File: src/rtl/ps2_mouse_kempston.sv
// Assembles 3-byte PS/2 mouse packets and accumulates them into Kempston X/Y and button registers.
// Resynchronises on a bad status byte or an inter-byte timeout.
module ps2_mouse_kempston #(
  parameter int TIMEOUT_CYCLES = 20000,
  parameter bit SWAP_BUTTONS   = 1'b0
) (
  input  logic       clk,
  input  logic       rst,
  input  logic       enable,
  input  logic       rcv_strobe,
  input  logic [7:0] rcv_data,
  output logic [7:0] kmouse_x,
  output logic [7:0] kmouse_y,
  output logic [7:0] kmouse_buttons,
  output logic       packet_valid,
  output logic       sync_error
);
  localparam int CW = $clog2(TIMEOUT_CYCLES + 1);
  localparam logic [1:0] WAIT_B0 = 2'd0;
  localparam logic [1:0] WAIT_B1 = 2'd1;
  localparam logic [1:0] WAIT_B2 = 2'd2;

  logic [1:0]    state;
  logic [CW-1:0] tcnt;
  logic [7:0]    dx;
  logic          ovf_x, ovf_y, btn_m, btn_l, btn_r;
  logic          timeout;

  assign timeout = (tcnt == CW'(TIMEOUT_CYCLES - 1));

  always_ff @(posedge clk) begin
    if (rst) begin
      state          <= WAIT_B0;
      tcnt           <= '0;
      dx             <= '0;
      ovf_x          <= 1'b0;
      ovf_y          <= 1'b0;
      btn_m          <= 1'b0;
      btn_l          <= 1'b0;
      btn_r          <= 1'b0;
      kmouse_x       <= 8'h00;
      kmouse_y       <= 8'h00;
      kmouse_buttons <= 8'hFF;
      packet_valid   <= 1'b0;
      sync_error     <= 1'b0;
    end else begin
      packet_valid <= 1'b0;
      sync_error   <= 1'b0;
      if (!enable) begin
        // Drop any partial packet quietly; outputs hold.
        state <= WAIT_B0;
        tcnt  <= '0;
      end else begin
        case (state)
          WAIT_B0: begin
            tcnt <= '0;
            if (rcv_strobe) begin
              if (rcv_data[3]) begin
                ovf_y <= rcv_data[7];
                ovf_x <= rcv_data[6];
                btn_m <= rcv_data[2];
                btn_l <= SWAP_BUTTONS ? rcv_data[1] : rcv_data[0];
                btn_r <= SWAP_BUTTONS ? rcv_data[0] : rcv_data[1];
                state <= WAIT_B1;
              end else begin
                sync_error <= 1'b1;
              end
            end
          end
          WAIT_B1, WAIT_B2: begin
            // An arriving byte wins over a timeout firing in the same cycle.
            if (rcv_strobe) begin
              tcnt <= '0;
              if (state == WAIT_B1) begin
                dx    <= rcv_data;
                state <= WAIT_B2;
              end else begin
                if (!ovf_x) kmouse_x <= kmouse_x + dx;
                if (!ovf_y) kmouse_y <= kmouse_y + rcv_data;
                kmouse_buttons <= {5'b11111, ~btn_m, ~btn_l, ~btn_r};
                packet_valid   <= 1'b1;
                state          <= WAIT_B0;
              end
            end else if (timeout) begin
              tcnt       <= '0;
              sync_error <= 1'b1;
              state      <= WAIT_B0;
            end else begin
              tcnt <= tcnt + 1'b1;
            end
          end
          default: begin
            state <= WAIT_B0;
            tcnt  <= '0;
          end
        endcase
      end
    end
  end
endmodule

File: config.mk
export PLATFORM = sky130hd
export DESIGN_NAME = ps2_mouse_kempston
export DESIGN_NICKNAME = d
export VERILOG_FILES = /design/src/rtl/ps2_mouse_kempston.sv
export SDC_FILE = /design/constraint.sdc
export NUM_CORES = 1
export LEC_CHECK = 0
export BUFFER_PORTS_ARGS = -buffer_cell sky130_fd_sc_hd__buf_2
export CAP_MARGIN = 5
export CELL_PAD_IN_SITES_DETAIL_PLACEMENT = 1
export CELL_PAD_IN_SITES_GLOBAL_PLACEMENT = 1
export CORE_MARGIN = 2
export CORE_UTILIZATION = 39
export CTS_CLUSTER_SIZE = 28
export DETAILED_ROUTE_END_ITERATION = 8
export HOLD_SLACK_MARGIN = 0.15
export MAX_ROUTING_LAYER = met4
export PLACE_DENSITY_LB_ADDON = 0.3
export SETUP_SLACK_MARGIN = 0.02
export SKIP_LAST_GASP = 1
export SLEW_MARGIN = 20
export SYNTH_ARGS = -nofsm -noshare
export SYNTH_HDL_FRONTEND = slang
export SYNTH_SLANG_ARGS = --single-unit
export TNS_END_PERCENT = 10
File: constraint.sdc
create_clock -name clk -period 2.1 [get_ports clk]
set_input_delay 0.315 -clock clk [delete_from_list [all_inputs] [get_ports clk]]
set_output_delay 0.315 -clock clk [all_outputs]
set_load 0.01 [all_outputs]
==> results.cfg, run 1 <==
[timing]
worst_pin_slew_ns = 0.546
relSlewSlack_pct = 63.5
period_share_pct = 97.2
fmax_mhz = 490
fin_ws_ns = 0.0578
skew_ns = 0.00569
finalSetupTns_ns = 0
finalHoldViolCount = 0
slew_viol_final = 0
layout_min_cycle_time_ns = 2.04
report.final.setup_viol = 0
rsz0062_at_grt = yes

[critical_path]
worstSetupPathDepth = 6
cp_cell_sequence = inv_1, ha_1, nand4b_1, or2_4, or4_1, a21oi_1
worstSetupStartpointType = flip-flop
regToRegSetupSlack_ns = 0.06
end_kind = flip-flop
crit_fanout = 5
arrival_ns = 2.28
cpPeakStageDelay_ns = 0.50
critPathTopFamily = simple AND/OR/NAND/NOR gates
crit_slowest_cell = or4_1
worst-path-buf-inv = 1
worstPathRequired_ns = 2.34
setup.worst_path.class = reg -> reg
reg2reg_depth = 6

[power_and_ir_drop]
power_uw = 1700
power_density_mw_per_mm2 = 561
ir_drop_mv = 0.375
p_leak_uw = 0.00139

[floorplan]
chipWidth_um = 85.7
die_area_mm2 = 0.00734
ios = 38
start_util_pct = 40.7
core_mm2 = 0.00639
fp-row-count = 29
die_h_um = 85.7

[drt]
post_drt_wl_per_cell_um = 14.6
num_vias = 2212
drc = 0
routed_wl_mm = 6.08
final_antenna_net_count = 0
via_per_inst = 5.32
drtPass1Iterations = 4
drt_first_iter_violations = 64

[grt]
grt_remaining_overflow = 0
grt_pass1_wl_mm = 10.4
grt_start_max_net_pins = 35
grt_usage_pct = 18.2
grt_pass1_vias = 2185
antenna_found_initial = 0

[finish]
multi_input_area_mm2 = 0.00152
stdcell_count = 416
post-route-util_pct = 47.4
syn_to_final_growth_pct = 16.4
diodes = 0
seq_area_mm2 = 0.00103
layout.nets = 373
drive_gt1_share_pct = 18.9
fillerInstances = 776

[job]
maxCapViolations = 0

[min_path]
hold_path_class = in -> reg
hold-path-cell-count = 3

[place]
place_congestion = 0.807
port_buffers = 32
dpl.hpwl_mm = 4.67
pre_cts_slack_ns = -0.0451
dp_cells = 405

[logic_synthesis]
yosys.area_share.simple_pct = 20.7
synth_area_leaders = dfxtp_1, ha_1, mux2i_1
synth_top_area_share_pct = 39.2
async_flop_share_pct = 0
post_synth_xor_area_fraction_pct = 6.06
netlist_area_mm2 = 0.00260
synth_edf_count = 0
dominantRegCellSynth = dfxtp_1
synthCells = 294
synth_mux_area_share_pct = 6.59
yosysWarnings = 0
synth_commonest_cells = dfxtp_1, nor2_1, nand2_1, ha_1, a21oi_1
synth_top_family_by_area = simple AND/OR/NAND/NOR gates
synth_most_common_cell = dfxtp_1
synth_compound_area_share_pct = 12.4
yosys.area_share.adder_pct = 11.2
ys_seq_elements = 51
avgSynthCellArea_um2 = 8.85
seq_area_frac_synth_pct = 39.2
ys_types = 47
yosysTopAreaCell = dfxtp_1

[clock_network]
clkLatencyLatePin_ns = 0.30
cts.path.max_buffers = 2
cts_tree = yes
clk_pin_slew_ns = 0.09
h-tree-depth = 2
numCtsBuffers = 5
clock_sinks = 51
cts_root_buf = clkbuf_8

[status]
outcome = complete, no violations
worst reg2reg max path, cell delays in order (launching register included):
cell      delay (ns)
dfxtp_4         0.38
inv_1           0.07
ha_1            0.30
nand4b_1        0.23
or2_4           0.34
or4_1           0.50
a21oi_1         0.16
stage by stage:
step / hold slack, ns / area, um^2
2_1_floorplan: 0.430 / 2620
3_3_place_gp: 0.447 / 2890
3_5_place_dp: 0.457 / 2890
4_1_cts: 0.278 / 2990
5_1_grt: 0.303 / 3030
6_report: 0.286 / 3030
what timing repair did:
action,4_1_cts,5_1_grt
hold buffers,0,0
pin swaps,1,1
resized for setup,1,10
setup buffers,2,2
endpoints found under the setup margin,3,10
routing by layer:
metal  up-vias  routed length (um)  global-route usage, %  part of all wire, %
met2        27                3000                   30.2                   49
met3         5                 163                   3.08                  2.7
li1       1115                   -                      -                    -
met1      1065                2840                   22.8                   47
met4         0                  78                   5.63                  1.3
met5         -                   0                      -                    0
state kept, by name (all words and copies together) (netlist names), 2 cells and up:
signal	flops
kmouse_x	8
dx	8
kmouse_y	8
kmouse_buttons	3
state	2
tcnt	15
layout make-up:
type	instances	share of cell area [%]
Sequential cell	51	33.9
Clock inverter	1	0.165
Clock buffer	6	2.73
Inverter	5	0.620
Multi-Input combinational cell	228	50.1
Tap cell	77	3.18
Timing Repair Buffer	48	9.26
logic make-up after synthesis:
logic type      after synthesis
compound gates               50
xor+xnor                     18
fa+ha+maj                    22
buf+inv                      19
flops                        51
mux                          17
other cells                   1
simple gates                116
report_power, final:
group	switching (uW)	leakage, uW	total, uW	internal (uW)
Combinational	80.4	0.000927	133	52.2
Sequential	8.51	0.000413	985	976
Clock	322	0.0000470	581	260
Total	411	0.00139	1700	1290
placed cells by master (no fill, tap or decap), types with 6 or more instances in the layout:
cell and instances:
dfxtp_1 49, nor2_1 40, nand2_1 36, buf_2 32
ha_1 20, a21oi_1 18, mux2i_1 16, buf_4 16
xnor2_1 10, xor2_1 8, nand4_1 6, nand3_1 6
o211ai_1 6, clkbuf_8 6
path summary, 6_finish.rpt:
| path | start | endpoint |
|---|---|---|
| max | state[0] | kmouse_y[7] |
| min | rcv_data[0] | btn_l |
| max reg2reg | state[0] | kmouse_y[7] |
| min reg2reg | tcnt[0] | tcnt[0] |
No activity file was read; power rests on OpenSTA's default activity.
==> inputs of run 2 (changes only) <==
==> constraint.sdc (replaced) <==
create_clock -name clk -period 2.1 [get_ports clk]
set_input_delay 0.21 -clock clk [delete_from_list [all_inputs] [get_ports clk]]
set_output_delay 0.21 -clock clk [all_outputs]
set_load 0.01 [all_outputs]
==> run 2 against run 1 <==
Effect of this change:
- flip-flop and latch count unchanged
- total power increased by 7.2%
- register-to-register slack improved by 0.07 ns
- combinational power about the same
- final cell count decreased by 1.4%
- critical path type unchanged
- highest routed layer unchanged
==> results.cfg, run 2 (synthesized netlist as in run 1, its figures left out) <==
[critical_path]
setup.worst_path.class = reg -> reg
worstPathRequired_ns = 2.35
crit_fanout = 12
worst-path-buf-inv = 2
cpPeakStageDelay_ns = 0.51
arrival_ns = 2.23
critPathTopFamily = simple AND/OR/NAND/NOR gates
cp_cell_sequence = inv_1, ha_1, nand4b_1, buf_6, or2_4, or4_1, a21oi_1
crit_slowest_cell = or4_1
worstSetupStartpointType = flip-flop
end_kind = flip-flop

[clock_network]
clkLatencyLatePin_ns = 0.31
clock_sinks = 51
cts_tree = yes
numCtsBuffers = 5
postCtsSetupRepairBufs = 0
cts.path.max_buffers = 2
cts_root_buf = clkbuf_8
h-tree-depth = 2
clk_pin_slew_ns = 0.10

[place]
place_congestion = 0.797
postPlaceCellArea_mm2 = 0.00286
port_buffers = 32
dpl.hpwl_mm = 4.67

[timing]
report.final.setup_viol = 0
fmax_mhz = 506
period_share_pct = 94.1
worst_pin_slew_ns = 0.510
relSlewSlack_pct = 65.9
rsz0062_at_grt = yes
skew_ns = 0.0117
finalHoldViolCount = 0
holdWs_ns = 0.159
layout_min_cycle_time_ns = 1.98
slew_viol_final = 0

[drt]
drc = 0
drtPass1Iterations = 4
routed_wl_mm = 6.16
post_drt_wl_per_cell_um = 15.0
drt_first_iter_violations = 100
via_per_inst = 5.23
num_vias = 2143
final_antenna_net_count = 0

[finish]
mostFrequentLayoutCell = dfxtp_1
multi_input_area_mm2 = 0.00153
fillerInstances = 783
regMostFlops = tcnt
final_cell_mix = dfxtp_1, nor2_1, nand2_1
layout.nets = 366
largest_reg_flops = 15
post-route-util_pct = 47.1
drive_gt1_share_pct = 17.7
fin_area_mm2 = 0.00301
syn_to_final_growth_pct = 15.7
seq_area_mm2 = 0.00102
diodes = 0

[status]
outcome = complete, no violations

[floorplan]
die_area_mm2 = 0.00734
start_util_pct = 40.7
fp-row-count = 29
chipWidth_um = 85.7
core_mm2 = 0.00639
die_h_um = 85.7
ios = 38

[grt]
grt_pass1_wl_mm = 10.5
grt_start_max_net_pins = 35
antenna_found_initial = 0
grt_remaining_overflow = 0
grt_usage_pct = 18.5
grt_pass1_vias = 2141

[min_path]
hold_path_class = in -> reg

[job]
maxCapViolations = 0

[power_and_ir_drop]
ir_drop_mv = 0.310
power_density_mw_per_mm2 = 605
p_leak_uw = 0.00137
==> run 2: power by group <==
part / total, uW / switching, uW / internal [uW] / leakage [uW]
logic: 131 / 81.7 / 49.3 / 0.000899
registers: 985 / 7.46 / 977 / 0.000413
clock network: 705 / 350 / 355 / 0.0000581
==> run 2: repair_timing <==
item,in CTS,in global routing
hold endpoints to repair,0,0
resized for setup,0,10
hold buffers,0,0
endpoints found under the setup margin,0,4
==> run 2: worst paths after layout <==
| check | start | to | slack [ns] | depth (start not counted) |
|---|---|---|---|---|
| max | state[1] | kmouse_y[7] | 0.12 | 7 |
| min | rcv_data[4] | dx[4] | 0.16 | 3 |
| max reg2reg | state[1] | kmouse_y[7] | 0.12 | 7 |
| min reg2reg | kmouse_x[4] | kmouse_x[4] | 0.47 | 2 |
==> run 2: tightest hold or removal path: stages <==
cell     delay (ns)
buf_2          0.10
mux2i_1        0.06
nor2_1         0.07
==> run 2: layout make-up <==
cell class	instances	share of cell area (%)
Tap cell	77	3.20
Sequential cell	51	34.0
Timing Repair Buffer	41	7.69
Clock inverter	3	1.46
Clock buffer	5	2.29
Multi-Input combinational cell	228	50.7
Inverter	5	0.624
==> run 2: metal layers <==
| metal | wire [um] | track usage (%) | part of all wire [%] | vias up |
|---|---|---|---|---|
| met5 | 0 | - | 0 | - |
| met4 | 93 | 6.49 | 1.5 | 0 |
| met3 | 212 | 3.46 | 3.4 | 5 |
| met2 | 3030 | 30.4 | 49 | 28 |
| met1 | 2830 | 22.9 | 46 | 1021 |
| li1 | - | - | - | 1089 |
==> run 2: metrics by stage <==
| stage | total power, uW | setup TNS (ns) | std cells | setup WS, ns |
|---|---|---|---|---|
| floorplan | 1090 | 0 | 298 | 0.166 |
| global placement | 1130 | 0 | 402 | 0.135 |
| detailed placement | 1140 | 0 | 402 | 0.0532 |
| CTS | 1840 | 0 | 410 | 0.0308 |
| global route | 1890 | -0.00471 | 410 | -0.00471 |
| finish | 1820 | 0 | 410 | 0.124 |
==> inputs of run 3 (changes only) <==
--- a/config.mk
+++ b/config.mk
@@ -5,6 +5,8 @@
 export SDC_FILE = /design/constraint.sdc
 export NUM_CORES = 1
 export LEC_CHECK = 0
+export ABC_AREA = 1
+export ABC_CLOCK_PERIOD_IN_PS = 2100
 export BUFFER_PORTS_ARGS = -buffer_cell sky130_fd_sc_hd__buf_2
 export CAP_MARGIN = 5
 export CELL_PAD_IN_SITES_DETAIL_PLACEMENT = 1
==> run 3 against run 2 <==
Effect of this change:
- final cell count up 25%
- worst hold slack better by 0.036 ns
- utilization down 1.9 points
- worst setup slack better by 0.20 ns
- combinational power up 65%
- routed wire length up 2.5%
- first-iteration DRC count down 38%
- clock skew down 0.0047 ns
- synthesized cell count up 32%
- register-to-register slack better by 0.20 ns
- critical path type unchanged
- cell area up 3.3%
- critical path depth down 1
==> results.cfg, run 3 <==
[clock_network]
cts_resized = 0
cts_tree = yes
clk_pin_slew_ns = 0.09
cts.path.max_buffers = 2
clkLatencyLatePin_ns = 0.30
cts_hold_buf = 0
postCtsSetupRepairBufs = 0
h-tree-depth = 2
numCtsBuffers = 5
cts_root_buf = clkbuf_8
clock_sinks = 51

[finish]
syn_to_final_growth_pct = 11.2
mostFrequentLayoutCell = nand2_1
regMostFlops = tcnt
diodes = 0
layout.nets = 452
final_cell_mix = nand2_1, dfxtp_1, inv_1
largest_reg_flops = 15
drive_gt1_share_pct = 12.2

[critical_path]
cp_common_cell = inv_1
worstSetupStartpointType = flip-flop
arrival_ns = 1.99
reg2reg_depth = 6
setup.worst_path.class = reg -> reg
cp_cell_sequence = inv_1, ha_1, inv_1, nor2_1, nand3_2, nor3b_1
worstPathRequired_ns = 2.32
crit_slowest_cell = dfxtp_1
regToRegSetupSlack_ns = 0.33
end_kind = flip-flop
crit_fanout = 15
cpPeakStageDelay_ns = 0.39

[timing]
layout_min_cycle_time_ns = 1.77
holdWs_ns = 0.195
finalSetupTns_ns = 0
rsz0062_at_grt = no
report.final.setup_viol = 0
period_share_pct = 84.4
slew_viol_final = 0
finalHoldViolCount = 0
skew_ns = 0.00692
fmax_mhz = 564

[drt]
wl_met1_mm = 3.10
top_layer = met4
num_vias = 2506
drt_first_iter_violations = 62
post_drt_wl_per_cell_um = 12.3
drtPass1Iterations = 4
routed_wl_mm = 6.32
via_per_inst = 4.88
met3WireLength_um = 174
final_antenna_net_count = 0
routed-wl-met2_mm = 2.97
drc = 0

[min_path]
hold_path_class = in -> reg
hold-path-cell-count = 3

[logic_synthesis]
yosysWarnings = 0
async_flop_share_pct = 0
ys_types = 34
ys_seq_elements = 51
synth_most_common_cell = nand2_1
dominantRegCellSynth = dfxtp_1
avgSynthCellArea_um2 = 7.22
synth_edf_count = 0
synth_top_area_share_pct = 36.5
seq_area_frac_synth_pct = 36.5
yosysTopAreaCell = dfxtp_1
synth_area_leaders = dfxtp_1, nand2_1, ha_1
synthCells = 387
synth_commonest_cells = nand2_1, dfxtp_1, inv_1, nor2_1, nand3_1
netlist_area_mm2 = 0.00279

[grt]
grt_usage_pct = 17.8
grt_start_max_net_pins = 22
grt_pass1_wl_mm = 10.7
antenna_found_initial = 0
grt_remaining_overflow = 0
grt_pass1_vias = 2377

[power_and_ir_drop]
clkPwrFrac_pct = 35.3
ir_drop_mv = 0.242
p_comb_share_pct = 11.4
seqPwrFrac_pct = 53.3
p_int_uw = 1420
p_switching_uw = 478
switching_share_pct = 25.2
p_leak_uw = 0.00148
power_density_mw_per_mm2 = 611

[floorplan]
die_area_mm2 = 0.00786
ios = 38
fp-row-count = 30
die_h_um = 88.6
core_mm2 = 0.00687
chipWidth_um = 88.6
start_util_pct = 40.7

[place]
dpl.hpwl_mm = 4.91
place_congestion = 0.846
port_buffers = 32

[job]
maxCapViolations = 0

[status]
outcome = complete, no violations
[run 3: final cells by class]
type / count / area, um^2
tap: 96 / 120
fill: 917 / 3760
timing repair buffer: 33 / 168
inverter: 53 / 199
sequential: 51 / 1020
clock buffer: 6 / 72.6
multi-input combinational: 274 / 1500
clock inverter: 1 / 30.0
[run 3: critical path: cells and delay by family, from the launching register on]
kind	cells	cell delay (ns)
buf+inv	2	0.15
simple gates	3	0.80
flops	1	0.39
fa+ha+maj	1	0.34
[run 3: logic make-up (layout without fill, tap and decap cells)]
logic type               after synthesis  after routing  synth area share, %
AO/OA/AOI/OAI                         60             60                 11.8
buffers and inverters                 66             93                 10.4
other                                  1              5                0.134
XOR/XNOR                               7              7                 2.19
flip-flops                            51             51                 36.5
adder cells (fa/ha/maj)               22             22                 10.4
AND/OR/NAND/NOR                      180            180                 28.6
[run 3: path summary, 6_finish.rpt]
check,startpoint,to
worst max-delay path,state[0],tcnt[3]
worst min-delay path,enable,sync_error
worst max register to register,state[0],tcnt[3]
worst min register to register,tcnt[0],tcnt[0]
[run 3: power by group through the flow]
stage                     clock network, uW  registers (uW)  logic (uW)
final                                   670            1010         216
after CTS                               690            1010         220
after global placement                    0            1030         211
after global routing                    723            1020         249
after detailed placement                  0            1040         218
after floorplan                           0            1040         153
[run 3: per-layer routing]
metal	GRT usage [%]	vias up
li1	-	1294
met1	22.2	1173
met2	29.6	33
met3	2.89	6
met4	5.65	0
met5	-	-
[run 3: metrics by stage]
| stage | util (%) | setup slack [ns] | power [uW] | instance area, um^2 | instances |
|---|---|---|---|---|---|
| after CTS | 45.2 | 0.301 | 1920 | 3110 | 514 |
| after global placement | 43.8 | 0.434 | 1250 | 3010 | 507 |
| final | 45.2 | 0.327 | 1900 | 3110 | 514 |
| after floorplan | - | 0.573 | 1190 | 2810 | 391 |
| after global routing | 45.2 | 0.130 | 1990 | 3110 | 514 |
| after detailed placement | 43.8 | 0.331 | 1250 | 3010 | 507 |
